===== src/rtl/cvxif_acc_dispatcher_if.sv =====
// Bundle of every handshake and data signal between the core, the
// dispatcher and the attached coprocessors. The dispatcher uses the slave
// view; the core/accelerator side (or a bench) uses the master view.
interface cvxif_acc_dispatcher_if #(
  parameter int NUM_ACC    = 2,
  parameter int ID_WIDTH   = 4,
  parameter int DATA_WIDTH = 32
);
  logic                          core_issue_valid;
  logic                          core_issue_ready;
  logic [31:0]                   core_issue_instr;
  logic [ID_WIDTH-1:0]           core_issue_id;
  logic                          core_issue_accept;
  logic                          core_issue_writeback;

  logic [NUM_ACC-1:0]            acc_issue_valid;
  logic [NUM_ACC-1:0]            acc_issue_ready;
  logic [NUM_ACC-1:0]            acc_issue_accept;
  logic [NUM_ACC-1:0]            acc_issue_writeback;
  logic [31:0]                   acc_issue_instr;
  logic [ID_WIDTH-1:0]           acc_issue_id;

  logic                          core_commit_valid;
  logic [ID_WIDTH-1:0]           core_commit_id;
  logic                          core_commit_kill;
  logic [NUM_ACC-1:0]            acc_commit_valid;
  logic [ID_WIDTH-1:0]           acc_commit_id;
  logic                          acc_commit_kill;

  logic [NUM_ACC-1:0]            acc_result_valid;
  logic [NUM_ACC-1:0]            acc_result_ready;
  logic [NUM_ACC-1:0]            acc_result_we;
  logic [NUM_ACC*ID_WIDTH-1:0]   acc_result_id;
  logic [NUM_ACC*5-1:0]          acc_result_rd;
  logic [NUM_ACC*DATA_WIDTH-1:0] acc_result_data;

  logic                          core_result_valid;
  logic                          core_result_ready;
  logic [ID_WIDTH-1:0]           core_result_id;
  logic [4:0]                    core_result_rd;
  logic [DATA_WIDTH-1:0]         core_result_data;
  logic                          core_result_we;

  logic                          busy;

  modport slave (
    input  core_issue_valid, core_issue_instr, core_issue_id,
    input  acc_issue_ready, acc_issue_accept, acc_issue_writeback,
    input  core_commit_valid, core_commit_id, core_commit_kill,
    input  acc_result_valid, acc_result_we, acc_result_id, acc_result_rd, acc_result_data,
    input  core_result_ready,
    output core_issue_ready, core_issue_accept, core_issue_writeback,
    output acc_issue_valid, acc_issue_instr, acc_issue_id,
    output acc_commit_valid, acc_commit_id, acc_commit_kill,
    output acc_result_ready,
    output core_result_valid, core_result_id, core_result_rd, core_result_data, core_result_we,
    output busy
  );

  modport master (
    output core_issue_valid, core_issue_instr, core_issue_id,
    output acc_issue_ready, acc_issue_accept, acc_issue_writeback,
    output core_commit_valid, core_commit_id, core_commit_kill,
    output acc_result_valid, acc_result_we, acc_result_id, acc_result_rd, acc_result_data,
    output core_result_ready,
    input  core_issue_ready, core_issue_accept, core_issue_writeback,
    input  acc_issue_valid, acc_issue_instr, acc_issue_id,
    input  acc_commit_valid, acc_commit_id, acc_commit_kill,
    input  acc_result_ready,
    input  core_result_valid, core_result_id, core_result_rd, core_result_data, core_result_we,
    input  busy
  );
endinterface


===== src/rtl/cvxif_acc_dispatcher.sv =====
// CV-X-IF dispatcher: routes core issue requests to one of NUM_ACC
// coprocessors by major opcode, tracks which accelerator owns each
// in-flight instruction ID so commits reach the right unit, and merges the
// accelerators' result streams back to the core with a round-robin arbiter.
module cvxif_acc_dispatcher #(
  parameter int                   NUM_ACC         = 2,
  parameter int                   ID_WIDTH        = 4,
  parameter int                   DATA_WIDTH      = 32,
  parameter int                   MAX_OUTSTANDING = 4,
  // Entry k lives at bits [7k+6:7k] and selects accelerator k.
  parameter logic [NUM_ACC*7-1:0] OPCODES         = {7'h2B, 7'h0B}
) (
  input  logic                   clk,
  input  logic                   rst_n,
  cvxif_acc_dispatcher_if.slave  bus
);

  localparam int OW    = (NUM_ACC > 1) ? $clog2(NUM_ACC) : 1;
  localparam int CW    = $clog2(MAX_OUTSTANDING + 1);
  localparam int DEPTH = 2 ** ID_WIDTH;

  typedef enum logic {S_IDLE, S_HOLD} res_state_e;

  // Ownership table: one slot per instruction ID.
  logic                  tbl_vld_q [DEPTH];
  logic [OW-1:0]         tbl_own_q [DEPTH];
  logic                  tbl_wb_q  [DEPTH];
  logic [CW-1:0]         count_q, count_d;

  res_state_e            state_q, state_d;
  logic [OW-1:0]         ptr_q;
  logic [ID_WIDTH-1:0]   res_id_q;
  logic [4:0]            res_rd_q;
  logic [DATA_WIDTH-1:0] res_data_q;
  logic                  res_we_q;

  logic                  match;
  logic [OW-1:0]         match_idx;
  logic                  full;
  logic [NUM_ACC-1:0]    iss_valid;
  logic                  iss_ready, iss_accept, iss_wb;
  logic                  alloc;
  logic                  cm_hit, free_c, free_r;
  logic [1:0]            nfree;
  logic [NUM_ACC-1:0]    cm_valid;
  logic                  grant_vld;
  logic [OW-1:0]         grant_idx, cand;
  logic [NUM_ACC-1:0]    res_ready;
  logic                  res_valid, res_hs;
  logic [CW:0]           count_sum;

  // Opcode decode: loop runs high to low so the lowest matching entry wins.
  always_comb begin
    match     = 1'b0;
    match_idx = '0;
    for (int k = NUM_ACC - 1; k >= 0; k--) begin
      if (bus.core_issue_instr[6:0] == OPCODES[k*7 +: 7]) begin
        match     = 1'b1;
        match_idx = OW'(k);
      end
    end
  end

  assign full = (count_q == CW'(MAX_OUTSTANDING));

  // Issue routing: unknown opcodes are waved through (ready, not accepted);
  // matching ones stall while the outstanding table is full.
  always_comb begin
    iss_valid  = '0;
    iss_ready  = 1'b1;
    iss_accept = 1'b0;
    iss_wb     = 1'b0;
    if (match) begin
      if (full) begin
        iss_ready = 1'b0;
      end else begin
        iss_valid[match_idx] = bus.core_issue_valid;
        iss_ready            = bus.acc_issue_ready[match_idx];
        iss_accept           = bus.acc_issue_accept[match_idx];
        iss_wb               = bus.acc_issue_writeback[match_idx];
      end
    end
  end

  assign alloc = bus.core_issue_valid & iss_ready & iss_accept & match & ~full;

  // Commit routing to the owning accelerator, plus the two free conditions.
  always_comb begin
    cm_hit   = tbl_vld_q[bus.core_commit_id];
    cm_valid = '0;
    for (int k = 0; k < NUM_ACC; k++) begin
      cm_valid[k] = cm_hit & bus.core_commit_valid &
                    (tbl_own_q[bus.core_commit_id] == OW'(k));
    end
    free_c = bus.core_commit_valid & cm_hit &
             (bus.core_commit_kill | ~tbl_wb_q[bus.core_commit_id]);
    free_r = res_hs & tbl_vld_q[res_id_q];
    // A commit and a result retiring the same ID only release one slot.
    if (free_c && free_r && (bus.core_commit_id == res_id_q)) nfree = 2'd1;
    else                                                      nfree = {1'b0, free_c} + {1'b0, free_r};
    count_sum = {1'b0, count_q} + (CW+1)'(alloc) - (CW+1)'(nfree);
    count_d   = count_sum[CW-1:0];
  end

  // Table valid bits and outstanding count; frees first, then allocation.
  always_ff @(posedge clk or negedge rst_n) begin
    if (!rst_n) begin
      for (int i = 0; i < DEPTH; i++) tbl_vld_q[i] <= 1'b0;
      count_q <= '0;
    end else begin
      if (free_c) tbl_vld_q[bus.core_commit_id] <= 1'b0;
      if (free_r) tbl_vld_q[res_id_q]           <= 1'b0;
      if (alloc)  tbl_vld_q[bus.core_issue_id]  <= 1'b1;
      count_q <= count_d;
    end
  end

  // Owner/writeback payload is only meaningful while the valid bit is set.
  always_ff @(posedge clk) begin
    if (alloc) begin
      tbl_own_q[bus.core_issue_id] <= match_idx;
      tbl_wb_q[bus.core_issue_id]  <= iss_wb;
    end
  end

  // Result FSM state register.
  always_ff @(posedge clk or negedge rst_n) begin
    if (!rst_n) state_q <= S_IDLE;
    else        state_q <= state_d;
  end

  // Result FSM next state and outputs: round-robin grant in IDLE, hold in HOLD.
  always_comb begin
    state_d   = state_q;
    grant_vld = 1'b0;
    grant_idx = '0;
    cand      = '0;
    res_ready = '0;
    res_valid = 1'b0;
    case (state_q)
      S_IDLE: begin
        for (int i = NUM_ACC - 1; i >= 0; i--) begin
          cand = OW'((int'(ptr_q) + i) % NUM_ACC);
          if (bus.acc_result_valid[cand]) begin
            grant_vld = 1'b1;
            grant_idx = cand;
          end
        end
        if (grant_vld) begin
          res_ready[grant_idx] = 1'b1;
          state_d              = S_HOLD;
        end
      end
      S_HOLD: begin
        res_valid = 1'b1;
        if (bus.core_result_ready) state_d = S_IDLE;
      end
      default: state_d = S_IDLE;
    endcase
  end

  assign res_hs = res_valid & bus.core_result_ready;

  // Capture the granted result and advance the round-robin pointer.
  always_ff @(posedge clk or negedge rst_n) begin
    if (!rst_n) begin
      ptr_q      <= '0;
      res_id_q   <= '0;
      res_rd_q   <= '0;
      res_data_q <= '0;
      res_we_q   <= 1'b0;
    end else if (grant_vld) begin
      ptr_q      <= OW'((int'(grant_idx) + 1) % NUM_ACC);
      res_id_q   <= bus.acc_result_id[grant_idx*ID_WIDTH +: ID_WIDTH];
      res_rd_q   <= bus.acc_result_rd[grant_idx*5 +: 5];
      res_data_q <= bus.acc_result_data[grant_idx*DATA_WIDTH +: DATA_WIDTH];
      res_we_q   <= bus.acc_result_we[grant_idx];
    end
  end

  assign bus.core_issue_ready     = iss_ready;
  assign bus.core_issue_accept    = iss_accept;
  assign bus.core_issue_writeback = iss_wb;
  assign bus.acc_issue_valid      = iss_valid;
  assign bus.acc_issue_instr      = bus.core_issue_instr;
  assign bus.acc_issue_id         = bus.core_issue_id;
  assign bus.acc_commit_valid     = cm_valid;
  assign bus.acc_commit_id        = bus.core_commit_id;
  assign bus.acc_commit_kill      = bus.core_commit_kill;
  assign bus.acc_result_ready     = res_ready;
  assign bus.core_result_valid    = res_valid;
  assign bus.core_result_id       = res_id_q;
  assign bus.core_result_rd       = res_rd_q;
  assign bus.core_result_data     = res_data_q;
  assign bus.core_result_we       = res_we_q;
  assign bus.busy                 = (count_q != '0);

endmodule


===== src/flat_wrapper.sv =====
// flat-port wrapper written by rule: the top's interface ports become plain ports
module cvxif_acc_dispatcher_flat 
#(
  parameter int                   NUM_ACC         = 2,
  parameter int                   ID_WIDTH        = 4,
  parameter int                   DATA_WIDTH      = 32,
  parameter int                   MAX_OUTSTANDING = 4,
                                                               
  parameter logic [NUM_ACC*7-1:0] OPCODES         = {7'h2B, 7'h0B}
)
  (clk, rst_n, bus_core_issue_valid, bus_core_issue_instr, bus_core_issue_id, bus_acc_issue_ready, bus_acc_issue_accept, bus_acc_issue_writeback, bus_core_commit_valid, bus_core_commit_id, bus_core_commit_kill, bus_acc_result_valid, bus_acc_result_we, bus_acc_result_id, bus_acc_result_rd, bus_acc_result_data, bus_core_result_ready, bus_core_issue_ready, bus_core_issue_accept, bus_core_issue_writeback, bus_acc_issue_valid, bus_acc_issue_instr, bus_acc_issue_id, bus_acc_commit_valid, bus_acc_commit_id, bus_acc_commit_kill, bus_acc_result_ready, bus_core_result_valid, bus_core_result_id, bus_core_result_rd, bus_core_result_data, bus_core_result_we, bus_busy);
  cvxif_acc_dispatcher_if #(.NUM_ACC(NUM_ACC), .ID_WIDTH(ID_WIDTH), .DATA_WIDTH(DATA_WIDTH)) bus_i ();
  input  logic clk;
  input  logic rst_n;
  input wire logic [$bits(bus_i.core_issue_valid)-1:0] bus_core_issue_valid;
  input wire logic [$bits(bus_i.core_issue_instr)-1:0] bus_core_issue_instr;
  input wire logic [$bits(bus_i.core_issue_id)-1:0] bus_core_issue_id;
  input wire logic [$bits(bus_i.acc_issue_ready)-1:0] bus_acc_issue_ready;
  input wire logic [$bits(bus_i.acc_issue_accept)-1:0] bus_acc_issue_accept;
  input wire logic [$bits(bus_i.acc_issue_writeback)-1:0] bus_acc_issue_writeback;
  input wire logic [$bits(bus_i.core_commit_valid)-1:0] bus_core_commit_valid;
  input wire logic [$bits(bus_i.core_commit_id)-1:0] bus_core_commit_id;
  input wire logic [$bits(bus_i.core_commit_kill)-1:0] bus_core_commit_kill;
  input wire logic [$bits(bus_i.acc_result_valid)-1:0] bus_acc_result_valid;
  input wire logic [$bits(bus_i.acc_result_we)-1:0] bus_acc_result_we;
  input wire logic [$bits(bus_i.acc_result_id)-1:0] bus_acc_result_id;
  input wire logic [$bits(bus_i.acc_result_rd)-1:0] bus_acc_result_rd;
  input wire logic [$bits(bus_i.acc_result_data)-1:0] bus_acc_result_data;
  input wire logic [$bits(bus_i.core_result_ready)-1:0] bus_core_result_ready;
  output wire logic [$bits(bus_i.core_issue_ready)-1:0] bus_core_issue_ready;
  output wire logic [$bits(bus_i.core_issue_accept)-1:0] bus_core_issue_accept;
  output wire logic [$bits(bus_i.core_issue_writeback)-1:0] bus_core_issue_writeback;
  output wire logic [$bits(bus_i.acc_issue_valid)-1:0] bus_acc_issue_valid;
  output wire logic [$bits(bus_i.acc_issue_instr)-1:0] bus_acc_issue_instr;
  output wire logic [$bits(bus_i.acc_issue_id)-1:0] bus_acc_issue_id;
  output wire logic [$bits(bus_i.acc_commit_valid)-1:0] bus_acc_commit_valid;
  output wire logic [$bits(bus_i.acc_commit_id)-1:0] bus_acc_commit_id;
  output wire logic [$bits(bus_i.acc_commit_kill)-1:0] bus_acc_commit_kill;
  output wire logic [$bits(bus_i.acc_result_ready)-1:0] bus_acc_result_ready;
  output wire logic [$bits(bus_i.core_result_valid)-1:0] bus_core_result_valid;
  output wire logic [$bits(bus_i.core_result_id)-1:0] bus_core_result_id;
  output wire logic [$bits(bus_i.core_result_rd)-1:0] bus_core_result_rd;
  output wire logic [$bits(bus_i.core_result_data)-1:0] bus_core_result_data;
  output wire logic [$bits(bus_i.core_result_we)-1:0] bus_core_result_we;
  output wire logic [$bits(bus_i.busy)-1:0] bus_busy;
  assign bus_i.core_issue_valid = bus_core_issue_valid;
  assign bus_i.core_issue_instr = bus_core_issue_instr;
  assign bus_i.core_issue_id = bus_core_issue_id;
  assign bus_i.acc_issue_ready = bus_acc_issue_ready;
  assign bus_i.acc_issue_accept = bus_acc_issue_accept;
  assign bus_i.acc_issue_writeback = bus_acc_issue_writeback;
  assign bus_i.core_commit_valid = bus_core_commit_valid;
  assign bus_i.core_commit_id = bus_core_commit_id;
  assign bus_i.core_commit_kill = bus_core_commit_kill;
  assign bus_i.acc_result_valid = bus_acc_result_valid;
  assign bus_i.acc_result_we = bus_acc_result_we;
  assign bus_i.acc_result_id = bus_acc_result_id;
  assign bus_i.acc_result_rd = bus_acc_result_rd;
  assign bus_i.acc_result_data = bus_acc_result_data;
  assign bus_i.core_result_ready = bus_core_result_ready;
  assign bus_core_issue_ready = bus_i.core_issue_ready;
  assign bus_core_issue_accept = bus_i.core_issue_accept;
  assign bus_core_issue_writeback = bus_i.core_issue_writeback;
  assign bus_acc_issue_valid = bus_i.acc_issue_valid;
  assign bus_acc_issue_instr = bus_i.acc_issue_instr;
  assign bus_acc_issue_id = bus_i.acc_issue_id;
  assign bus_acc_commit_valid = bus_i.acc_commit_valid;
  assign bus_acc_commit_id = bus_i.acc_commit_id;
  assign bus_acc_commit_kill = bus_i.acc_commit_kill;
  assign bus_acc_result_ready = bus_i.acc_result_ready;
  assign bus_core_result_valid = bus_i.core_result_valid;
  assign bus_core_result_id = bus_i.core_result_id;
  assign bus_core_result_rd = bus_i.core_result_rd;
  assign bus_core_result_data = bus_i.core_result_data;
  assign bus_core_result_we = bus_i.core_result_we;
  assign bus_busy = bus_i.busy;
  cvxif_acc_dispatcher #(.NUM_ACC(NUM_ACC), .ID_WIDTH(ID_WIDTH), .DATA_WIDTH(DATA_WIDTH), .MAX_OUTSTANDING(MAX_OUTSTANDING), .OPCODES(OPCODES)) u_core (.clk(clk), .rst_n(rst_n), .bus(bus_i));
endmodule

===== config.mk =====
export PLATFORM = sky130hd
export DESIGN_NAME = cvxif_acc_dispatcher_flat
export DESIGN_NICKNAME = d
export VERILOG_FILES = /design/src/rtl/cvxif_acc_dispatcher_if.sv /design/src/rtl/cvxif_acc_dispatcher.sv /design/src/flat_wrapper.sv
export SDC_FILE = /design/constraint.sdc
export NUM_CORES = 1
export LEC_CHECK = 0
export CAP_MARGIN = 20
export CORE_UTILIZATION = 43
export DETAILED_ROUTE_END_ITERATION = 8
export GPL_TIMING_DRIVEN = 0
export PLACE_DENSITY = 0.85
export SYNTH_ARGS = -nofsm -noshare
export SYNTH_HDL_FRONTEND = slang
export SYNTH_SLANG_ARGS = --single-unit

===== constraint.sdc =====
create_clock -name clk -period 4.3 [get_ports clk]
set_clock_uncertainty 0.2 [all_clocks]
set_input_delay 0.645 -clock clk [delete_from_list [all_inputs] [get_ports clk]]
set_output_delay 0.645 -clock clk [all_outputs]
set_load 0.01 [all_outputs]

==> key figures, run 1 <==
Outcome
  • Status: finished clean

Logic synthesis
  • Post-Synth Adder-Cell Area: 1.33%
  • Syn Inst Count: 544
  • Netlist cell types: 50
  • Seq cells post-synth: 95
  • Post-synthesis compound-gate area fraction: 15.0%
  • Mux contribution to synthesized area: 7.57%
  • Post-synthesis simple-gate area fraction: 17.6%
  • Largest family of logic cells by synthesized area: simple AND/OR/NAND/NOR gates
  • Synth Area per Inst: 9.66 sq um
  • Synth Flop Type: dfrtp_1
  • Mapped cell area: 0.00525 sq mm
  • YS warnings: 0
  • Xor/xnor share of the synthesized area: 1.00%
  • Register area share after synthesis: 48.3%
  • Ys async rst share: 66.3%
  • Count of flip-flops with a built-in enable after synthesis: 32
  • Syn Nets: 687

CTS
  • Clock transition at path regs: 0.07 ns
  • Cts-stage hold buffer count: 0
  • Clk buf depth: 2
  • CTS tree: done
  • CTS sink count: 95
  • H-tree levels: 3
  • CTS Buf Count: 9
  • Clk root buf: clkbuf_16
  • Clock latency on the worst-skew pair: 0.34 ns

Placed design
  • Final GP Congestion: 0.913
  • Setup slack after placement: -0.436 ns
  • HPWL after DPL: 12000 microns
  • I/O Buffers: 204

Timing
  • Tcrit/Tclk final: 95.9%
  • Slew Limit Fails: 0
  • Period minus WS final: 4.12 ns
  • Final worst setup slack: 0.176 ns
  • Hold Vio Cnt, Final: 0
  • Setup-failing EPs final: 0
  • Actual slew at the worst max-slew pin: 0.924 ns
  • Max-slew headroom: 38.0%
  • Fmax: 0.242 GHz
  • RSZ-0062 raised after global routing: no

Route
  • Final antenna-violating net count: 0
  • Vias per cell: 5.56
  • DRC: 0
  • WL per Instance: 17.5 microns
  • Drt pass-1 iters: 6
  • Vias post-DR: 5072
  • Initial DRC Count: 406
  • Detailed Route WL: 16000 microns

Layout
  • Synthesis-to-finish area growth: 49.3%
  • Share of layout cells above drive strength 1: 11.0%
  • Most common cell after layout, fill and taps aside: clkdlybuf4s50_1
  • Post-layout nets: 904
  • Filler cells: 914
  • Commonest non-fill, non-tap cells in the layout: clkdlybuf4s50_1 (202), nor2_1 (67), dfrtp_1 (63)
  • Ant diodes: 0

Floorplanning
  • Core area: 0.0120 sq mm
  • Boundary pin count: 232
  • Die Y: 113 microns
  • Die Width: 113 microns
  • FP Rows: 40
  • Initial core utilization: 43.9%
  • Die Area: 0.0127 sq mm

Job
  • MaxCap Viol Count: 0

GRT
  • Initial antenna violation count: 0
  • Vias in the first global route: 5009
  • Grt total ovfl: 0
  • Global-route usage over all layers: 25.6%
  • Largest net degree at the start of global routing: 64
  • Global-route wire length before repair: 25300 microns

Worst setup path
  • Worst Path Max Fanout: 10
  • Crit. End Element: flip-flop
  • Startpoint Class: input port
  • Critical path arrival: 4.15 ns
  • WP data required: 4.32 ns
  • Crit path cell chain: clkdlybuf4s50_1 > clkbuf_1 > nor3b_1 > a311oi_4 > buf_6 > ha_1 > a21o_1 > ha_1 > inv_1 > ha_1 > fa_1 > xor2_1 > xnor2_1
  • Setup CP Type: in2reg
  • Slowest CP cell: clkdlybuf4s50_1
  • Biggest cell delay along the critical path: 0.59 ns
  • CP dominant cell by count: ha_1

Worst hold path
  • Hold WC Path Type: in2async

Power and ir drop
  • Peak supply drop: 0.000212 V
  • LEAKAGE: 3.16 nW
  • PwrDens: 372 mW/mm^2
  • Total power: 2.92 mW
## layout make-up
class	count	area (sq um)	share of cell area, %
repair buffers	206	2060	26.2
clock inverters	7	118	1.50
plain buffers	74	459	5.85
inverters	7	26.3	0.335
well taps	147	184	2.34
clock buffers	9	225	2.87
flip-flops and latches	95	2540	32.3
multi-input cells	368	2240	28.5
## per-stage QoR
step / setup TNS (ns) / instances / hold slack [ns] / instance area, sq um / util (%)
2_1_floorplan: 0 / 544 / 0.149 / 5250 / -
3_3_place_gp: -0.954 / 895 / 0.265 / 7480 / 62.5
3_5_place_dp: -1.23 / 895 / 0.275 / 7480 / 62.5
4_1_cts: 0 / 912 / 0.229 / 7840 / 65.5
5_1_grt: 0 / 913 / 0.268 / 7850 / 65.6
6_report: 0 / 913 / 0.175 / 7850 / 65.6
## critical path, delay by kind of cell
kind / cells / cell delay, ns
buffers and inverters: 4 / 1.32
adders and majority gates: 4 / 1.11
and+or+nand+nor: 1 / 0.44
AOI/OAI and AO/OA: 2 / 0.33
xor gates and xnor gates: 2 / 0.30
## synth_stat cells (2+ instances only)
cell type	number	area, sq um
a211oi_1	4	30.0
a21o_1	2	15.0
a21oi_1	45	225
a22oi_1	17	128
and2_1	3	18.8
and2b_1	2	15.0
buf_1	2	7.51
buf_2	4	20.0
buf_4	42	315
buf_6	2	22.5
clkbuf_1	24	90.1
dfrtp_1	63	1580
edfxtp_1	32	961
ha_1	4	50.1
inv_1	7	26.3
mux2_2	2	22.5
mux2i_1	15	150
mux4_2	10	225
nand2_1	59	221
nand2b_1	8	50.1
nand3_1	16	80.1
nand3b_1	2	15.0
nand4b_1	2	17.5
nor2_1	67	251
nor2b_1	8	50.1
nor3_1	2	10.0
nor3b_1	10	75.1
nor4_1	2	12.5
nor4b_1	6	52.6
o21ai_0	57	285
or3_1	2	12.5
xor2_1	5	43.8
## sequential cells by signal (all words and copies together), names as in the netlist
signal	count
u_core.bus.core_result_data	32
u_core.bus.core_result_id	4
u_core.bus.core_result_rd	5
u_core.bus.core_result_we	1
u_core.count_q	3
u_core.ptr_q	1
u_core.state_q	1
u_core.tbl_own_q	16
u_core.tbl_vld_q	16
u_core.tbl_wb_q	16
## power breakdown
part	switching [mW]	total (mW)	internal (mW)	leakage [nW]
logic	0.399	0.865	0.466	1.91
clock network	0.352	0.922	0.570	0.163
registers	0.0784	1.13	1.05	1.10
## final timing paths
kind / cells after the start / slack (ns) / to / startpoint
worst max-delay path: 13 / 0.18 / u_core.count_q[2]$_DFF_PN0_ / bus_core_commit_id[2]
worst min-delay path: 1 / 0.17 / u_core.bus.core_result_we$_DFFE_PN0P_ / rst_n
worst max register to register: 12 / 0.22 / u_core.count_q[2]$_DFF_PN0_ / u_core.bus.core_result_id[0]$_DFFE_PN0P_
worst min register to register: 2 / 0.29 / u_core.bus.core_result_data[14]$_DFFE_PN0P_ / u_core.bus.core_result_data[14]$_DFFE_PN0P_
max in group asynchronous: 1 / 3.14 / u_core.bus.core_result_data[11]$_DFFE_PN0P_ / rst_n
min in group clk: 2 / 0.29 / u_core.bus.core_result_data[14]$_DFFE_PN0P_ / u_core.bus.core_result_data[14]$_DFFE_PN0P_
## routing by layer
layer / vias to the layer above / routed length, microns / track usage (%)
li1: 2322 / - / -
met1: 2404 / 6100 / 31.7
met2: 299 / 7980 / 43.4
met3: 47 / 1430 / 5.51
met4: 0 / 454 / 10.6
met5: - / 0 / 0
## what timing repair did
action	in CTS	in global routing
endpoints found under the setup margin	3	3
pin swaps	1	1
gates resized for setup	3	1
buffers inserted	1	0
## cells by family after synthesis
kind of cell,Yosys count
simple gates,195
compound gates,135
flops,95
buf+inv,81
mux,27
xor+xnor,6
fa+ha+maj,5
(Power assumes the default switching activity.)
==> inputs of run 2 (changes only) <==
Settings changed: CORE_MARGIN set to 4.
==> run 2 against run 1 <==
Against the previous run: die area up 11%; utilization shrank 0.58 points; clock-buffer cell count is 6 higher; critical path type unchanged; sequential share of layout area rose by 0.29 points; global-route usage decreased by 2.0 points; critical path depth rose by 2; critical endpoint unchanged; flip-flop and latch count is the same; non-clock buffer count is the same; total power down 5.9%.
==> key figures, run 2 (synthesis gave the netlist of run 1 again) <==
Worst setup path
  • Critical path arrival: 4.14 ns
  • Reg2reg start: u_core.bus.core_result_id[0]$_DFFE_PN0P_
  • Setup CP Type: in2reg
  • Startpoint Class: input port
  • Worst Path Max Fanout: 10
  • Crit. End Element: flip-flop
  • Flop2flop setup slack: 0.25 ns
  • WP data required: 4.33 ns
  • Crit path from: bus_core_commit_id[3]

CTS
  • Clk root buf: clkbuf_16
  • CTS sink count: 95
  • H-tree levels: 3
  • Clock transition at path regs: 0.06 ns
  • Clock latency on the worst-skew pair: 0.35 ns
  • CTS tree: done
  • Clk buf depth: 2
  • CTS Buf Count: 9
  • Cts-stage hold buffer count: 0

Floorplanning
  • Die Area: 0.0141 sq mm
  • Boundary pin count: 232
  • Die Y: 119 microns
  • Initial core utilization: 43.9%
  • Core area: 0.0120 sq mm
  • FP Rows: 40
  • Die Width: 119 microns

Power and ir drop
  • Total power: 2.75 mW
  • Peak supply drop: 0.000220 V
  • PwrDens: 353 mW/mm^2
  • LEAKAGE: 3.14 nW

Route
  • Final antenna-violating net count: 0
  • Detailed Route WL: 16600 microns
  • DRC: 0
  • Vias per cell: 5.49
  • Vias post-DR: 5014
  • Initial DRC Count: 332
  • Drt pass-1 iters: 5
  • WL per Instance: 18.2 microns

Layout
  • Layout Utilization: 65.0%
  • Share of layout cells above drive strength 1: 10.4%
  • Ant diodes: 0
  • Max reg flops: 32
  • Final cell count without fillers: 913
  • Synthesis-to-finish area growth: 48.0%
  • Design Area, Final: 0.00778 sq mm
  • Commonest non-fill, non-tap cells in the layout: clkdlybuf4s50_1 (202), nor2_1 (67), dfrtp_1 (63)
  • Filler cells: 942
  • Post-layout nets: 904
  • Most common cell after layout, fill and taps aside: clkdlybuf4s50_1

Timing
  • Setup TNS: 0 ns
  • Period minus WS final: 4.11 ns
  • RSZ-0062 raised after global routing: no
  • Final worst setup slack: 0.195 ns
  • Setup-failing EPs final: 0
  • Tcrit/Tclk final: 95.5%
  • Worst hold slack: 0.188 ns
  • Slew Limit Fails: 0
  • Hold Vio Cnt, Final: 0
  • Actual slew at the worst max-slew pin: 0.888 ns
  • Fmax: 0.244 GHz
  • Max-slew headroom: 40.5%

Job
  • MaxCap Viol Count: 0

Placed design
  • Post-DP Area: 0.00748 sq mm
  • Setup slack after placement: -0.442 ns
  • I/O Buffers: 204
  • Final GP Congestion: 0.883
  • HPWL after DPL: 12700 microns
  • Inst Count DP: 895

Outcome
  • Status: finished clean

GRT
  • Vias in the first global route: 5284
  • Grt total ovfl: 0
  • Largest net degree at the start of global routing: 64
  • Global-route usage over all layers: 23.6%
  • Global-route wire length before repair: 26600 microns
  • Initial antenna violation count: 0

Worst hold path
  • Hold WC Path Type: in2async
==> run 2: area by class of cell <==
cell class | count | area [sq um] | area share, %
Clock buffer | 15 | 268 | 3.44
Multi-Input combinational cell | 368 | 2240 | 28.8
Inverter | 7 | 26.3 | 0.338
Tap cell | 147 | 184 | 2.36
Sequential cell | 95 | 2540 | 32.6
Timing Repair Buffer | 206 | 2060 | 26.4
Clock inverter | 1 | 5.00 | 0.0644
Buffer | 74 | 460 | 5.92
==> run 2: final timing paths <==
kind / endpoint / cells past startpoint
worst max-delay path: u_core.count_q[2]$_DFF_PN0_ / 15
worst min-delay path: u_core.bus.core_result_data[29]$_DFFE_PN0P_ / 1
worst max register to register: u_core.count_q[2]$_DFF_PN0_ / 12
worst min register to register: u_core.bus.core_result_data[29]$_DFFE_PN0P_ / 2
max in group asynchronous: u_core.bus.core_result_data[3]$_DFFE_PN0P_ / 1
min in group clk: u_core.bus.core_result_data[29]$_DFFE_PN0P_ / 2
==> run 2: worst max-delay path, stage by stage <==
cell and delay (ns):
clkdlybuf4s50_1 0.50, nor2b_1 0.41, a211oi_1 0.17, o211ai_1 0.14, a21oi_1 0.10, a311oi_4 0.39
buf_6 0.21, ha_1 0.23, a21o_1 0.16, ha_1 0.26, inv_1 0.04, ha_1 0.20
fa_1 0.39, xor2_1 0.17, xnor2_1 0.12
==> run 2: timing repair <==
item	4_1_cts	5_1_grt
hold endpoints to repair	0	0
setup buffers	1	0
pin swaps	1	1
endpoints found under the setup margin	3	3
resized for setup	2	2
==> run 2: report_power, final <==
group,switching [mW],internal [mW]
Combinational,0.405,0.466
Clock,0.326,0.424
Sequential,0.0722,1.05
==> run 2: per-layer routing <==
layer	vias to the layer above	wire length [microns]	track usage (%)
met5	-	0	0
met4	0	400	7.97
met3	31	1500	6.41
met2	263	8520	40.8
met1	2404	6190	28.3
li1	2316	-	-
